--- config.mk ---
export PLATFORM = sky130hd
export DESIGN_NAME = featuremap_conv_scheduler_flat
export DESIGN_NICKNAME = d
export VERILOG_FILES = /design/src/rtl/featuremap_conv_scheduler_if.sv /design/src/rtl/featuremap_conv_scheduler.sv /design/src/flat_wrapper.sv
export SDC_FILE = /design/constraint.sdc
export NUM_CORES = 1
export LEC_CHECK = 0
export ABC_AREA = 1
export CAP_MARGIN = 0
export CORE_MARGIN = 10
export CORE_UTILIZATION = 45
export CTS_CLUSTER_SIZE = 25
export DETAILED_ROUTE_END_ITERATION = 12
export GPL_ROUTABILITY_DRIVEN = 0
export GPL_TIMING_DRIVEN = 0
export PLACE_DENSITY = 0.77
export SYNTH_ARGS = -nofsm -noshare
export SYNTH_HDL_FRONTEND = slang
export SYNTH_SLANG_ARGS = --single-unit
export TNS_END_PERCENT = 50
--- constraint.sdc ---
create_clock -name clk -period 2.6 [get_ports clk]
set_input_delay 0.65 -clock clk [delete_from_list [all_inputs] [get_ports clk]]
set_output_delay 0.65 -clock clk [all_outputs]
set_load 0.005 [all_outputs]
--- src/rtl/featuremap_conv_scheduler_if.sv ---
// Control bundle between the conv scheduler, the channel input FIFOs and the
// conv2D engines. Data words travel elsewhere.
interface featuremap_conv_scheduler_if #(
    parameter int unsigned WIDTH    = 56,
    parameter int unsigned HEIGHT   = 56,
    parameter int unsigned CHANNELS = 16
);
    localparam int unsigned ROW_W = $clog2(HEIGHT + 2);
    localparam int unsigned COL_W = $clog2(WIDTH + 2);

    logic                start;
    logic [CHANNELS-1:0] fifo_empty;
    logic                stall;
    logic                result_valid;
    logic                fifo_rdreq;
    logic                conv_valid;
    logic                pad_sel;
    logic                busy;
    logic                done;
    logic [ROW_W-1:0]    row_cnt;
    logic [COL_W-1:0]    col_cnt;

    // master: the scheduler itself; slave: the surrounding layer datapath
    modport master (
        input  start, fifo_empty, stall, result_valid,
        output fifo_rdreq, conv_valid, pad_sel, busy, done, row_cnt, col_cnt
    );

    modport slave (
        output start, fifo_empty, stall, result_valid,
        input  fifo_rdreq, conv_valid, pad_sel, busy, done, row_cnt, col_cnt
    );
endinterface

--- src/rtl/featuremap_conv_scheduler.sv ---
// Raster scan of one zero-padded feature-map frame: pops the channel FIFOs on
// interior positions, injects zero padding on the border, counts results.
module featuremap_conv_scheduler #(
    parameter int unsigned DATA_WIDTH = 32,
    parameter int unsigned WIDTH      = 56,
    parameter int unsigned HEIGHT     = 56,
    parameter int unsigned CHANNELS   = 16
) (
    input  logic                           clk,
    input  logic                           rst,
    featuremap_conv_scheduler_if.master    bus
);
    localparam int unsigned ROW_W     = $clog2(HEIGHT + 2);
    localparam int unsigned COL_W     = $clog2(WIDTH + 2);
    localparam int unsigned RES_TOTAL = WIDTH * HEIGHT;
    localparam int unsigned RES_W     = $clog2(RES_TOTAL + 1);

    localparam logic [ROW_W-1:0] ROW_LAST = ROW_W'(HEIGHT + 1);
    localparam logic [COL_W-1:0] COL_LAST = COL_W'(WIDTH + 1);
    localparam logic [RES_W-1:0] RES_FULL = RES_W'(RES_TOTAL);

    // DATA_WIDTH only keeps the parameter list aligned with the filter instances
    if (DATA_WIDTH == 0) begin : g_invalid_data_width
    end

    typedef enum logic [1:0] {IDLE, SCAN, DRAIN, DONE} state_t;

    state_t              state_q, state_d;
    logic [ROW_W-1:0]    row_q;
    logic [COL_W-1:0]    col_q;
    logic [RES_W-1:0]    res_q, res_d;
    logic [CHANNELS-1:0] fifo_empty;
    logic                border, all_ready, in_scan, last_pos;
    logic                conv_valid, pad_sel, fifo_rdreq;

    assign fifo_empty = bus.fifo_empty;

    always_comb begin
        in_scan    = (state_q == SCAN);
        border     = (row_q == '0) || (row_q == ROW_LAST) ||
                     (col_q == '0) || (col_q == COL_LAST);
        all_ready  = (fifo_empty == '0);
        last_pos   = (row_q == ROW_LAST) && (col_q == COL_LAST);
        conv_valid = in_scan && !bus.stall && (border || all_ready);
        pad_sel    = border && conv_valid;
        fifo_rdreq = in_scan && !border && all_ready && !bus.stall;

        // result counter saturates; its next value also decides DRAIN exit
        res_d = res_q;
        if (state_q == IDLE && bus.start) begin
            res_d = '0;
        end else if ((state_q == SCAN || state_q == DRAIN) &&
                     bus.result_valid && res_q != RES_FULL) begin
            res_d = res_q + RES_W'(1);
        end

        state_d = state_q;
        case (state_q)
            IDLE:    if (bus.start) state_d = SCAN;
            SCAN:    if (conv_valid && last_pos) state_d = DRAIN;
            DRAIN:   if (res_d == RES_FULL) state_d = DONE;
            DONE:    state_d = IDLE;
            default: state_d = IDLE;
        endcase
    end

    always_ff @(posedge clk or negedge rst) begin
        if (!rst) begin
            state_q <= IDLE;
            row_q   <= '0;
            col_q   <= '0;
            res_q   <= '0;
        end else begin
            state_q <= state_d;
            res_q   <= res_d;
            if (state_q == IDLE && bus.start) begin
                row_q <= '0;
                col_q <= '0;
            end else if (conv_valid && !last_pos) begin
                if (col_q == COL_LAST) begin
                    col_q <= '0;
                    row_q <= row_q + ROW_W'(1);
                end else begin
                    col_q <= col_q + COL_W'(1);
                end
            end
        end
    end

    assign bus.conv_valid = conv_valid;
    assign bus.pad_sel    = pad_sel;
    assign bus.fifo_rdreq = fifo_rdreq;
    assign bus.busy       = (state_q != IDLE);
    assign bus.done       = (state_q == DONE);
    assign bus.row_cnt    = row_q;
    assign bus.col_cnt    = col_q;
endmodule

--- src/flat_wrapper.sv ---
// flat-port wrapper written by rule: the top's interface ports become plain ports
module featuremap_conv_scheduler_flat 
#(
    parameter int unsigned DATA_WIDTH = 32,
    parameter int unsigned WIDTH      = 56,
    parameter int unsigned HEIGHT     = 56,
    parameter int unsigned CHANNELS   = 16
)
  (clk, rst, bus_start, bus_fifo_empty, bus_stall, bus_result_valid, bus_fifo_rdreq, bus_conv_valid, bus_pad_sel, bus_busy, bus_done, bus_row_cnt, bus_col_cnt);
  featuremap_conv_scheduler_if #(.WIDTH(WIDTH), .HEIGHT(HEIGHT), .CHANNELS(CHANNELS)) bus_i ();
  input  logic clk;
  input  logic rst;
  input wire logic [$bits(bus_i.start)-1:0] bus_start;
  input wire logic [$bits(bus_i.fifo_empty)-1:0] bus_fifo_empty;
  input wire logic [$bits(bus_i.stall)-1:0] bus_stall;
  input wire logic [$bits(bus_i.result_valid)-1:0] bus_result_valid;
  output wire logic [$bits(bus_i.fifo_rdreq)-1:0] bus_fifo_rdreq;
  output wire logic [$bits(bus_i.conv_valid)-1:0] bus_conv_valid;
  output wire logic [$bits(bus_i.pad_sel)-1:0] bus_pad_sel;
  output wire logic [$bits(bus_i.busy)-1:0] bus_busy;
  output wire logic [$bits(bus_i.done)-1:0] bus_done;
  output wire logic [$bits(bus_i.row_cnt)-1:0] bus_row_cnt;
  output wire logic [$bits(bus_i.col_cnt)-1:0] bus_col_cnt;
  assign bus_i.start = bus_start;
  assign bus_i.fifo_empty = bus_fifo_empty;
  assign bus_i.stall = bus_stall;
  assign bus_i.result_valid = bus_result_valid;
  assign bus_fifo_rdreq = bus_i.fifo_rdreq;
  assign bus_conv_valid = bus_i.conv_valid;
  assign bus_pad_sel = bus_i.pad_sel;
  assign bus_busy = bus_i.busy;
  assign bus_done = bus_i.done;
  assign bus_row_cnt = bus_i.row_cnt;
  assign bus_col_cnt = bus_i.col_cnt;
  featuremap_conv_scheduler #(.DATA_WIDTH(DATA_WIDTH), .WIDTH(WIDTH), .HEIGHT(HEIGHT), .CHANNELS(CHANNELS)) u_core (.clk(clk), .rst(rst), .bus(bus_i));
endmodule
# After elaboration in Yosys (flattened, before gate mapping)
# Cells that the tools add are included.
dict set report word_totals {
  latchBits 0
  memories 0
  ramBits 0
  word_cells 58
  in_bits 21
  register_bits 26
  output_inout_bits 17
  romBits 0
}
dict set report classes {
  div 0
  n_shift 0
  n_mul 0
  mux 12
  n_addsub 3
  magnitude_cmp 0
  n_eq_ne 10
  reduce_logical 29
  bitwise_logic 0
}
# op n
set ops {}
lappend ops {{2-to-1 mux 6 bit} 6}
lappend ops {{2-to-1 mux 12 bit} 2}
lappend ops {{zero test 16 bit} 1}
lappend ops {{adder 12 x 1 -> 12 bit (second input constant)} 1}
lappend ops {{adder 6 x 1 -> 6 bit (second input constant)} 2}
lappend ops {{== test 12 bit (second input constant)} 1}
lappend ops {{== test 6 bit (second input constant)} 2}
lappend ops {{logical AND 1 bit} 12}
lappend ops {{zero test 6 bit} 2}
lappend ops {{inequality test 12 bit (second input constant)} 1}
lappend ops {{one-hot mux 2 bit (4 select lines)} 1}
lappend ops {{2-to-1 mux 2 bit} 3}
lappend ops {{inequality test 2 bit (second input constant)} 3}
lappend ops {{nonzero test 2 bit} 3}
lappend ops {{logical OR 1 bit} 5}
lappend ops {{== test 2 bit (second input constant)} 2}
lappend ops {{zero test 1 bit} 3}
lappend ops {{AND reduction 3 bit} 1}
lappend ops {{== test 2 x 1 -> 1 bit (second input constant)} 1}
lappend ops {{zero test 2 bit} 1}
lappend ops {{AND reduction 2 bit} 1}

# Logic depth before layout (Yosys ltp)
dict set report logic_depth {
  ltp_word 9
  mapped_depth 15
}

# Least setup slack after synthesis
# Ideal clock, no wire load.
dict set report synth_timing {
  kind {input -> output}
  start {input bus_fifo_empty[13]}
  end {output bus_fifo_rdreq}
  path_buffers 0
  path_slack_ns 0.704
  cell_stages 3
  arrival_time_ns 1.246
  cell_sequence {nor4_1 -> nand4_1 -> nor2_1}
}
dict set report synth_between {
  elab_chain_cells 3
}
# element line_no
set synth_lines {}
lappend synth_lines {{start, declared} flat_wrapper.sv:14} ;# input wire logic [$bits(bus_i.fifo_empty)-1:0] bus_fifo_empty;
lappend synth_lines {{zero test 16 bit} featuremap_conv_scheduler.sv:42} ;# all_ready = (fifo_empty == '0);
lappend synth_lines {{logical AND 1 bit (2 in series)} featuremap_conv_scheduler.sv:46} ;# fifo_rdreq = in_scan && !border && all_ready && !bus.stall;
lappend synth_lines {{end, declared} flat_wrapper.sv:17} ;# output wire logic [$bits(bus_i.fifo_rdreq)-1:0] bus_fifo_rdreq;
# Every way passes these cells.

# Worst setup path after layout
dict set report layout_timing {
  start {input bus_fifo_empty[1]}
  end {output bus_fifo_rdreq}
}
# Same word-level chain as after synthesis.

==> impl_metrics.csv <==
group,metric,value,unit
timing,rsz0062_at_grt,"yes",
clock_network,clk_pin_slew,0.09,ns
worst_setup_path,crit_fanout,2,
routing,drtIter0Drc,76,
routing,num_vias,1808,
synth,synth_area_leader_cell,"dfrtp_1",
placed_design,dpl_cell_area,2350,um^2
worst_setup_path,worstPathArrival,1.95,ns
timing,fin_skew,0.00250,ns
synth,syn_nets,301,
run_status,violations,"setup timing",
power_and_ir_drop,total_power,0.00184,W
finish,diodes,0,
synth,synth_enable_flop_cells,0,
worst_setup_path,path_class,"input port to primary output",
synth,yosysMostFrequentCell,"nand2_1",
placed_design,dp.cells,354,
clock_network,clock_sinks,26,
clock_network,tritoncts,"built",
die,start_util,0.471,
timing,fin_crit_sh,1.00,
flow_run,drv_cap,0,
die,die_y,85.2,um
timing,slew_violations,0,
die,fp.dieW,85.2,um
synth,ys_ff_latch,26,
synth,synth_area_leaders,"dfrtp_1, nand2_1, inv_1, ha_1, nand3_1",
synth,yosysUniqueCellTypes,27,
routing,drt-pass1-iter-count,4,
synth,syn_inst,267,
power_and_ir_drop,peakVddDrop,450,uV
routing,wire_per_inst,12.8,um
placed_design,preCtsSetupSlack,-0.307,ns
timing,setup-violations-final,1,
finish,fin_nets,349,
synth,syn_area,1910,um^2
worst_hold_path,hold_path_class,"input port to async pin",
power_and_ir_drop,p_per_area,746,nW/um^2
timing,fin_crit,2.60,ns
die,boundaryPins,38,
finish,area_growth_syn_to_layout,29.2,%
synth,async_reset_ff_frac,1.00,
worst_setup_path,worstPathRequired,1.95,ns
synth,synth-main-ff-cell,"dfrtp_1",
global_route,grt_max_degree,27,
finish,drive_gt1_frac,0.159,
finish,ff_latch_area,652,um^2
routing,final_antenna_net_count,0,
routing,drc,0,
placed_design,io_buffer_count,37,
synth,ys_warn_count,0,
global_route,grt_pass1_wl,8100,um
routing,via_per_inst,4.97,
clock_network,root_buffer,"clkbuf_8",
timing,finalHoldViolCount,0,
finish,multi_input_area,1090,um^2
global_route,grt_remaining_overflow,0,
die,rows,23,
clock_network,cts_made_buffers,3,
timing,tightest_slew,0.603,ns
power_and_ir_drop,p_leak,1.28,nW
finish,fillers,358,
finish,layout.cell_area.non_filler,2470,um^2
placed_design,hpwlAfterDp,3610,um
timing,fmax,0.384,GHz
synth,synth.avg_cell_area,7.17,um^2
worst_setup_path,crit_path_start_kind,"input port",
global_route,antenna_found_initial,0,
timing,worst_slack,-0.00382,ns
timing,max_slew_margin,0.598,
routing,totalWireLength,4650,um
clock_network,clockBufferDepth,2,
global_route,grtUsageTotal,0.132,
die,fp.dieArea,7260,um^2
finish,layout.cells.non_filler,364,
clock_network,worstSkewPairLatency,0.27,ns
clock_network,htree_levels,1,
synth,ys_seq_area_frac,0.340,
run_status,status,"finished, violations left",
die,core_area,4060,um^2
worst_setup_path,worst_setup_path_end_kind,"primary output",
synth,synth_top_area_share,0.340,
synth,synthTopCellsByCount,"nand2_1, inv_1, nand3_1, nor2_1, dfrtp_1",
global_route,grt_pass1_vias,1786,
-- critical path: stages --
cell and delay (ns):
clkdlybuf4s50_1 0.41, nor4_2 0.29, nand4_1 0.21, buf_4 0.19
nor2_1 0.08, buf_2 0.13
-- layout by cell type (no fill, tap or decap), types with 4 or more instances in the layout --
master,Yosys,final
ha_1,13,13
inv_2,1,4
nor2_2,2,4
nand3_2,3,4
buf_4,1,7
a21oi_1,4,4
nand2_1,68,68
inv_1,47,44
nor2_1,30,28
clkdlybuf4s50_1,0,32
clkbuf_8,0,4
o21ai_2,6,6
o21ai_0,7,7
dfrtp_1,26,25
nand3_1,30,29
-- path summary, 6_finish.rpt --
check	slack (ns)	cells after the start	endpoint	from
setup / recovery	-0.004	6	bus_fifo_rdreq	bus_fifo_empty[1]
hold / removal	0.37	1	u_core.bus.row_cnt[1]$_DFFE_PN0P_	rst
setup reg to reg	0.40	15	u_core.state_q[1]$_DFFE_PN0P_	u_core.state_q[0]$_DFFE_PN0P_
hold reg to reg	0.55	2	u_core.state_q[1]$_DFFE_PN0P_	u_core.state_q[1]$_DFFE_PN0P_
max in group asynchronous	1.81	1	u_core.bus.row_cnt[0]$_DFFE_PN0P_	rst
min in group clk	0.55	2	u_core.state_q[1]$_DFFE_PN0P_	u_core.state_q[1]$_DFFE_PN0P_
-- routing by layer --
layer / global-route usage / vias up / wire length [um]
li1: - / 932 / -
met1: 0.153 / 846 / 1970
met2: 0.230 / 24 / 2410
met3: 0.0220 / 6 / 160
met4: 0.0614 / 0 / 109
met5: 0 / - / 0
-- what timing repair did --
action / in CTS / in global routing
buffers inserted: 2 / 4
hold buffers: 0 / 0
setup endpoints to repair: 3 / 3
resized for setup: 9 / 9
pin swaps: 4 / 4
-- through the flow --
step                      hold slack, ns  utilization  setup TNS [ns]
final                              0.368        0.609        -0.00382
after global placement             0.522        0.578          -0.577
after CTS                          0.560        0.597          -0.118
after global routing               0.423        0.609          -0.138
after detailed placement           0.541        0.578          -0.595
after floorplan                    0.354            -               0
-- where the power goes --
group / internal [W] / total (W) / switching, W
registers: 0.000493 / 0.000601 / 0.000109
clock network: 0.000136 / 0.000269 / 0.000134
logic: 0.000429 / 0.000973 / 0.000544
-- kinds of logic after synthesis --
kind of cell,share of synthesized area
compound gates,0.0621
flops,0.340
xor+xnor,0.0137
simple gates,0.388
buf+inv,0.111
fa+ha+maj,0.0850
-- registers in the layout (all words and copies together), names as in the netlist --
register,cells
u_core.res_q,12
u_core.bus.row_cnt,6
u_core.bus.col_cnt,6
u_core.state_q,2
-- layout make-up --
class,count,area share
Multi-Input combinational cell,190,0.439
Sequential cell,26,0.264
Inverter,48,0.0729
Buffer,3,0.0127
Tap cell,50,0.0253
Timing Repair Buffer,43,0.164
Clock buffer,4,0.0223
Note: power is estimated with default switching activity, not from simulation.
